<file path="config.mk">
export PLATFORM = sky130hd
export DESIGN_NAME = forward_ctrl
export DESIGN_NICKNAME = d
export VERILOG_FILES = /design/src/rtl/forward_ctrl.sv
export SDC_FILE = /design/constraint.sdc
export NUM_CORES = 1
export LEC_CHECK = 0
export CELL_PAD_IN_SITES_DETAIL_PLACEMENT = 0
export CELL_PAD_IN_SITES_GLOBAL_PLACEMENT = 1
export CORE_MARGIN = 5
export CORE_UTILIZATION = 43
export CTS_BUF_LIST = sky130_fd_sc_hd__clkbuf_16
export CTS_CLUSTER_SIZE = 24
export DETAILED_ROUTE_END_ITERATION = 16
export DONT_BUFFER_PORTS = 1
export HOLD_SLACK_MARGIN = 0.03
export PLACE_DENSITY = 0.81
export SYNTH_ARGS = -nofsm -noshare
export SYNTH_HDL_FRONTEND = slang
export SYNTH_SLANG_ARGS = --single-unit
export TNS_END_PERCENT = 1
</file>
<file path="constraint.sdc">
create_clock -name clk -period 1.6 [get_ports clk]
set_input_delay 0.32 -clock clk [delete_from_list [all_inputs] [get_ports clk]]
set_output_delay 0.32 -clock clk [all_outputs]
set_load 0.01 [all_outputs]
</file>
<file path="src/rtl/forward_ctrl.sv">
// Operand-forwarding and load-use hazard control for a 3-slot (EX/MEM/WB) pipeline.
// One forward_sel instance per ALU operand picks the youngest matching producer.

module forward_sel #(
   parameter int REG_AW = 4
) (
   input  logic              ex_fwd,
   input  logic              mem_fwd,
   input  logic              wb_fwd,
   input  logic [REG_AW-1:0] ex_rd,
   input  logic [REG_AW-1:0] mem_rd,
   input  logic [REG_AW-1:0] wb_rd,
   input  logic [REG_AW-1:0] src,
   output logic [1:0]        sel,
   output logic              ex_hit
);
   logic nz, mem_hit, wb_hit;

   always_comb begin
      nz      = |src;
      ex_hit  = ex_fwd  & nz & (ex_rd  == src);
      mem_hit = mem_fwd & nz & (mem_rd == src);
      wb_hit  = wb_fwd  & nz & (wb_rd  == src);
      sel     = 2'd3;
      if (ex_hit)       sel = 2'd0;
      else if (mem_hit) sel = 2'd1;
      else if (wb_hit)  sel = 2'd2;
   end
endmodule

module forward_ctrl #(
   parameter int REG_AW = 4
) (
   input  logic              clk,
   input  logic              rst,
   input  logic              issue_valid,
   input  logic              issue_wen,
   input  logic              issue_load,
   input  logic [REG_AW-1:0] issue_rd,
   input  logic [REG_AW-1:0] src_a,
   input  logic [REG_AW-1:0] src_b,
   input  logic              flush,
   output logic [1:0]        sel_a,
   output logic [1:0]        sel_b,
   output logic              hazard_stall,
   output logic [15:0]       stall_count
);
   typedef struct packed {
      logic              valid;
      logic              wen;
      logic              load;
      logic [REG_AW-1:0] rd;
   } stage_t;

   stage_t ex_q, mem_q, wb_q;
   stage_t ex_d;

   logic [1:0][REG_AW-1:0] src;
   logic [1:0][1:0]        sel;
   logic [1:0]             ex_hit;

   assign src = {src_b, src_a};

   forward_sel #(.REG_AW(REG_AW)) u_sel [1:0] (
      .ex_fwd  (ex_q.valid  & ex_q.wen),
      .mem_fwd (mem_q.valid & mem_q.wen),
      .wb_fwd  (wb_q.valid  & wb_q.wen),
      .ex_rd   (ex_q.rd),
      .mem_rd  (mem_q.rd),
      .wb_rd   (wb_q.rd),
      .src     (src),
      .sel     (sel),
      .ex_hit  (ex_hit)
   );

   assign sel_a        = sel[0];
   assign sel_b        = sel[1];
   // A load in EX has no data yet, so any consumer of it must wait one cycle.
   assign hazard_stall = ex_q.load & (|ex_hit);

   always_comb begin
      ex_d = '0;
      if (issue_valid && !flush && !hazard_stall) begin
         ex_d.valid = 1'b1;
         ex_d.wen   = issue_wen;
         ex_d.load  = issue_load;
         ex_d.rd    = issue_rd;
      end
   end

   // MEM and WB always advance; only the EX slot is gated by flush/stall.
   always_ff @(posedge clk or posedge rst) begin
      if (rst) begin
         ex_q        <= '0;
         mem_q       <= '0;
         wb_q        <= '0;
         stall_count <= '0;
      end else begin
         ex_q  <= ex_d;
         mem_q <= ex_q;
         wb_q  <= mem_q;
         if (hazard_stall && stall_count != 16'hFFFF)
            stall_count <= stall_count + 16'd1;
      end
   end
endmodule

</file>
==> flow_summary.toml, run 1 <==
[worst_setup_path]
cp_max_fo = 2
arrival_ns = 1.64
worstPathRequired_ns = 1.28
criticalPathCategory = "register to output port"
slowest_delay_ns = 0.49
start_kind = "register"
crit_buf_inv = 1
cp_top_family = "simple AND/OR/NAND/NOR gates"
path_cells = "nor3_2 -> a21oi_1 -> or4_4 -> a21oi_2 -> buf_4"
crit_slowest_cell = "or4_4"
crit_path_end_kind = "output port"

[grt]
grt_pass1_vias = 1390
grt_max_degree = 36
grt_pass1_wl_um = 6730
grt_usage_pct = 16.0
antenna_found_initial = 0
globalRouteOverflowTotal = 0

[yosys]
syn_nets = 182
synth-main-ff-cell = "dfrtp_1"
avgSynthCellArea_sq_um = 10.8
ys_seq_elements = 35
ys_types = 33
synth_largest_area_cell = "dfrtp_1"
synth-edff-count = 0
yosys-top-cells-area = "dfrtp_1 (50%), xor2_1 (11%), xnor2_1 (5.5%), nor3_1 (5.4%), nand3_1 (2.6%)"
synth_top_area_share_pct = 49.9
netlist_area_sq_um = 1760
synthCells = 163
seq_area_frac_synth_pct = 49.9
synthArstFlopShare_pct = 100
yosys_warnings = 0

[timing]
tightest_slew_ns = 0.437
finalHoldViolations = 0
fin_setup_tns_ns = -2.79
layout_setup_ws_ns = -0.358
relSlewSlack_pct = 70.8
max_freq_ghz = 0.511
drv_slew = 0
period_minus_slack_ns = 1.96
rsz0062_at_grt = "true"
clock_skew_ns = 0.00694
setup_viol = 25
fin_crit_sh_pct = 122
hold_ws_ns = 0.0340

[floorplanning]
core_sq_um = 3970
ios = 39
dieWidth_um = 73.9
die_area_sq_um = 5460
start_util_pct = 44.2
fp.dieH_um = 73.9
row_count = 23

[placed_design]
port-buffer-count = 0
dp_slack_ns = -0.229
place.gp.congestion = 0.870
dp_hpwl_um = 3070

[pwr]
power.density_nw_per_um2 = 833
leakage_nw = 1.11
ir_worst_vdd_v = 0.000743

[route]
dr_total_vias = 1343
drt_iter0_drc = 81
drc_errors = 0
routed_via_density = 5.37
wl_per_cell_um = 16.4
postRouteAntennaNets = 0
wl_um = 4100
firstDrtPassIters = 4

[status]
violations = "negative setup slack"
status = "finished, violations left"

[clock_network]
cts_num_sinks = 35
path_clk_slew_ns = 0.05
numCtsBuffers = 5
htree_levels = 2
tritoncts = "done"
cts_root_buf = "clkbuf_16"
clk_path_buf_depth = 2
insertion_delay_ns = 0.27

[finish]
n_antenna_cell = 0
area_growth_pct = 31.3
drive_gt1_share_pct = 34.5
nNetsFinal = 220
final_common_cell = "buf_4"
mostFrequentLayoutCells = "buf_4 (37), dfrtp_1 (35), xor2_1 (22)"

[min_path]
hp-class = "primary input to asynchronous set/reset pin"

[run]
cap_violations = 0
[cell usage after synthesis, drive strengths merged, types with 2 or more instances]
master and n:
and3 2, and4 4, inv 3, nor2 5, nor4 3, nor3 20
buf 3, nor3b 3, a21oi 5, nand2 10, dfrtp 35, and2 7
clkbuf 3, mux2 3, xor2 22, nand3 10, or4 2, xnor2 11
nand4 5
[final timing paths]
kind	start	end	slack, ns	depth (start not counted)
max	mem_q[1]$_DFF_PP0_	sel_a[0]	-0.36	5
min	rst	stall_count[1]$_DFFE_PP0P_	0.03	2
min reg2reg	mem_q[5]$_DFF_PP0_	wb_q[5]$_DFF_PP0_	0.38	0
max in group asynchronous	rst	mem_q[2]$_DFF_PP0_	1.25	2
min in group clk	flush	ex_q[6]$_DFF_PP0_	0.13	1
max reg2reg	ex_q[1]$_DFF_PP0_	stall_count[14]$_DFFE_PP0P_	-0.14	7
[worst register-to-register path: stages (launching register included)]
cell	delay (ns)
dfrtp_1	0.43
xor2_1	0.19
nor3_2	0.20
buf_4	0.14
a2bb2oi_4	0.06
inv_2	0.10
and4_4	0.23
mux2_4	0.29
[cell families after synthesis]
| family | count (synthesis) | share of synthesized area, % |
|---|---|---|
| simple gates | 74 | 24.6 |
| mux | 3 | 2.14 |
| flops | 35 | 49.9 |
| xor+xnor | 33 | 16.5 |
| buf+inv | 9 | 2.49 |
| fa+ha+maj | 1 | 0.712 |
| compound gates | 8 | 3.78 |
[what timing repair did]
action | CTS | global route
setup buffers | 0 | 2
pin swaps | 9 | 11
gates cloned | 0 | 0
gates resized for setup | 9 | 11
hold buffers | 0 | 0
setup endpoints to repair | 27 | 27
[metrics by stage]
step                      instance area [sq um]  utilization, %  std cells  total power, W
after global placement                     2050            51.7        242         0.00105
after floorplan                            1770               -        163         0.00103
final                                      2310            58.1        250         0.00192
after CTS                                  2230            56.2        248         0.00193
after global routing                       2310            58.1        250         0.00199
after detailed placement                   2050            51.7        242         0.00106
[report_power, final]
part	leakage (nW)	total (W)	internal, W	switching [W]
sequential	0.472	0.000923	0.000907	0.0000160
combinational	0.568	0.000133	0.0000679	0.0000655
clock	0.0669	0.000864	0.000551	0.000313
total	1.11	0.00192	0.00153	0.000394
[cell type report]
cell class	count	area [sq um]
clock buffers	5	125
clock inverters	1	3.75
fillers	341	1670
inverters	3	11.3
multi-input cells	119	950
flip-flops and latches	35	876
well taps	50	62.6
repair buffers	37	278
[sequential cells by signal (all words and copies together) (netlist names)]
signal       count
ex_q             7
mem_q            6
stall_count     16
wb_q             6
[metal layers]
layer	global-route usage (%)	up-vias	routed length, um
li1	-	640	-
met1	20.5	667	1750
met2	25.6	28	2060
met3	5.61	8	234
met4	4.83	0	51
met5	0	-	0
No activity file was read; power rests on OpenSTA's default activity.
==> run 2: changes to the inputs <==
Settings changed: CELL_PAD_IN_SITES_DETAIL_PLACEMENT 0 to 1, CELL_PAD_IN_SITES_GLOBAL_PLACEMENT 1 to 2, CORE_UTILIZATION 43 to 35, PLACE_DENSITY 0.81 to 0.8.
==> run 2 against run 1 <==
  * The flow still finishes with violations (negative setup slack)
  * Core utilization fell by 10 points
  * Clock power rose by 3.7%
  * Worst hold slack better by 0.0025 ns
  * Sequential share of layout area grew 0.29 points
  * Combinational power about the same
  * Count of clock-buffer cells in the layout stayed put
  * Wire length up 14%
  * Sequential cell count is the same
  * Non-clock buffer count decreased by 4
  * Largest cell class unchanged
==> flow_summary.toml, run 2 (synthesis gave the netlist of run 1 again) <==
[grt]
grt_use_met2_pct = 25.7
grt_util_met3_pct = 4.99
top_usage_layer = "met2"
grt_use_met1_pct = 18.8
grt_pass1_wl_um = 7580
grt_usage_pct = 15.4
grt_pass1_vias = 1520
globalRouteOverflowTotal = 0
grt_max_degree = 36
antenna_found_initial = 0

[route]
wl_per_cell_um = 17.6
wl_um = 4660
drt_iter0_drc = 55
dr_total_vias = 1356
firstDrtPassIters = 4
postRouteAntennaNets = 0
drc_errors = 0
routed_via_density = 5.14

[timing]
finalHoldViolations = 0
rsz0062_at_grt = "true"
setup_viol = 27
fin_crit_sh_pct = 123
clock_skew_ns = 0.00611
relSlewSlack_pct = 69.5
drv_slew = 0
period_minus_slack_ns = 1.96
max_freq_ghz = 0.509
layout_setup_ws_ns = -0.363
tightest_slew_ns = 0.457

[floorplanning]
core_sq_um = 4790
ios = 39
start_util_pct = 36.7
fp.dieH_um = 80.8
die_area_sq_um = 6540
dieWidth_um = 80.8
row_count = 25

[worst_setup_path]
arrival_ns = 1.64
worstPathRequired_ns = 1.28
rr_startpoint = "ex_q[2]$_DFF_PP0_"
cp_max_fo = 4
r2r-end = "stall_count[12]$_DFFE_PP0P_"
criticalPathCategory = "register to output port"
rr_worst_depth = 6
crit_path_end_kind = "output port"
reg2reg_slack_ns = -0.24
start_kind = "register"

[finish]
drive_gt1_share_pct = 30.5
mostFrequentLayoutCells = "dfrtp_1 (35), buf_4 (32), xor2_1 (22)"
largest_reg_flops = 16
area_growth_pct = 30.3
n_antenna_cell = 0
final_common_cell = "dfrtp_1"
reg_top3 = "stall_count (16), ex_q (7)"
nNetsFinal = 216
top_register = "stall_count"

[pwr]
swShare_pct = 21.8
leakage_nw = 1.09
seqPwrFrac_pct = 47.2
power.density_nw_per_um2 = 854
p_comb_share_pct = 6.9
intPower_w = 0.00153
total_power_w = 0.00195
pwr-share-clk_pct = 45.9
p_switching_w = 0.000426
ir_worst_vdd_v = 0.000496

[clock_network]
htree_levels = 2
numCtsBuffers = 5
post_cts_buffers = 0
insertion_delay_ns = 0.28
path_clk_slew_ns = 0.05
cts_num_sinks = 35
cts_root_buf = "clkbuf_16"
tritoncts = "done"
clk_path_buf_depth = 2

[min_path]
hp-class = "primary input to asynchronous set/reset pin"

[run]
cap_violations = 0

[placed_design]
port-buffer-count = 0
place.gp.congestion = 0.858
dp_hpwl_um = 3500
dp_slack_ns = -0.279

[status]
status = "finished, violations left"
violations = "negative setup slack"
-- run 2: changes by cell type in the layout (fill, tap and decap cells not counted), sizes merged --
cell / previous run / this run
clkinv: 0 / 2
buf: 37 / 33
inv: 4 / 3
-- run 2: how the worst max path moves through the flow --
stage | cells past startpoint | end | startpoint
2_1_floorplan | 7 | stall_count[14]$_DFFE_PP0P_ | src_b[1]
3_3_place_gp | 6 | stall_count[12]$_DFFE_PP0P_ | ex_q[3]$_DFF_PP0_
3_5_place_dp | 6 | stall_count[12]$_DFFE_PP0P_ | ex_q[3]$_DFF_PP0_
4_1_cts | 5 | sel_a[0] | ex_q[1]$_DFF_PP0_
5_1_grt | 5 | sel_a[0] | mem_q[2]$_DFF_PP0_
6_report | 5 | sel_a[0] | ex_q[3]$_DFF_PP0_
-- run 2: worst max-delay path: stages (launching register included) --
cell and delay [ns]:
dfrtp_1 0.43, xor2_1 0.17, nor3_2 0.29, and4_4 0.30
a21oi_2 0.03, buf_4 0.15
-- run 2: layout make-up --
type | count | area, sq um
inverters | 3 | 11.3
flip-flops and latches | 35 | 876
fillers | 523 | 2500
clock buffers | 5 | 125
multi-input cells | 119 | 923
repair buffers | 33 | 260
well taps | 67 | 83.8
clock inverters | 2 | 8.76
-- run 2: per-stage QoR --
step                      util (%)  TNS, ns  instance area, sq um  hold WS, ns  instances
after floorplan                  -    -3.74                  1770        0.354        163
after global placement        43.3    -3.73                  2070        0.333        257
after detailed placement      43.3    -4.96                  2070        0.347        257
after CTS                     47.0    -5.16                  2250       0.0498        264
after global routing          47.8    -7.34                  2290       0.0829        264
final                         47.8    -4.50                  2290       0.0364        264
-- run 2: what timing repair did --
action                     in CTS  in global routing
pin swaps                       6                  6
setup endpoints to repair      27                 28
gates resized for setup         8                  7
hold buffers                    0                  0
-- run 2: power by group through the flow --
stage / combinational [W] / sequential [W] / clock [W]
global route: 0.000150 / 0.000925 / 0.000959
global placement: 0.000112 / 0.000935 / 0
CTS: 0.000128 / 0.000922 / 0.000917
floorplan: 0.0000980 / 0.000937 / 0
detailed placement: 0.000119 / 0.000937 / 0
finish: 0.000135 / 0.000923 / 0.000896
-- run 2: metal layers --
layer / vias up / wire [um]
met5: - / 0
met2: 26 / 2380
met1: 693 / 1970
li1: 633 / -
met3: 4 / 260
met4: 0 / 53
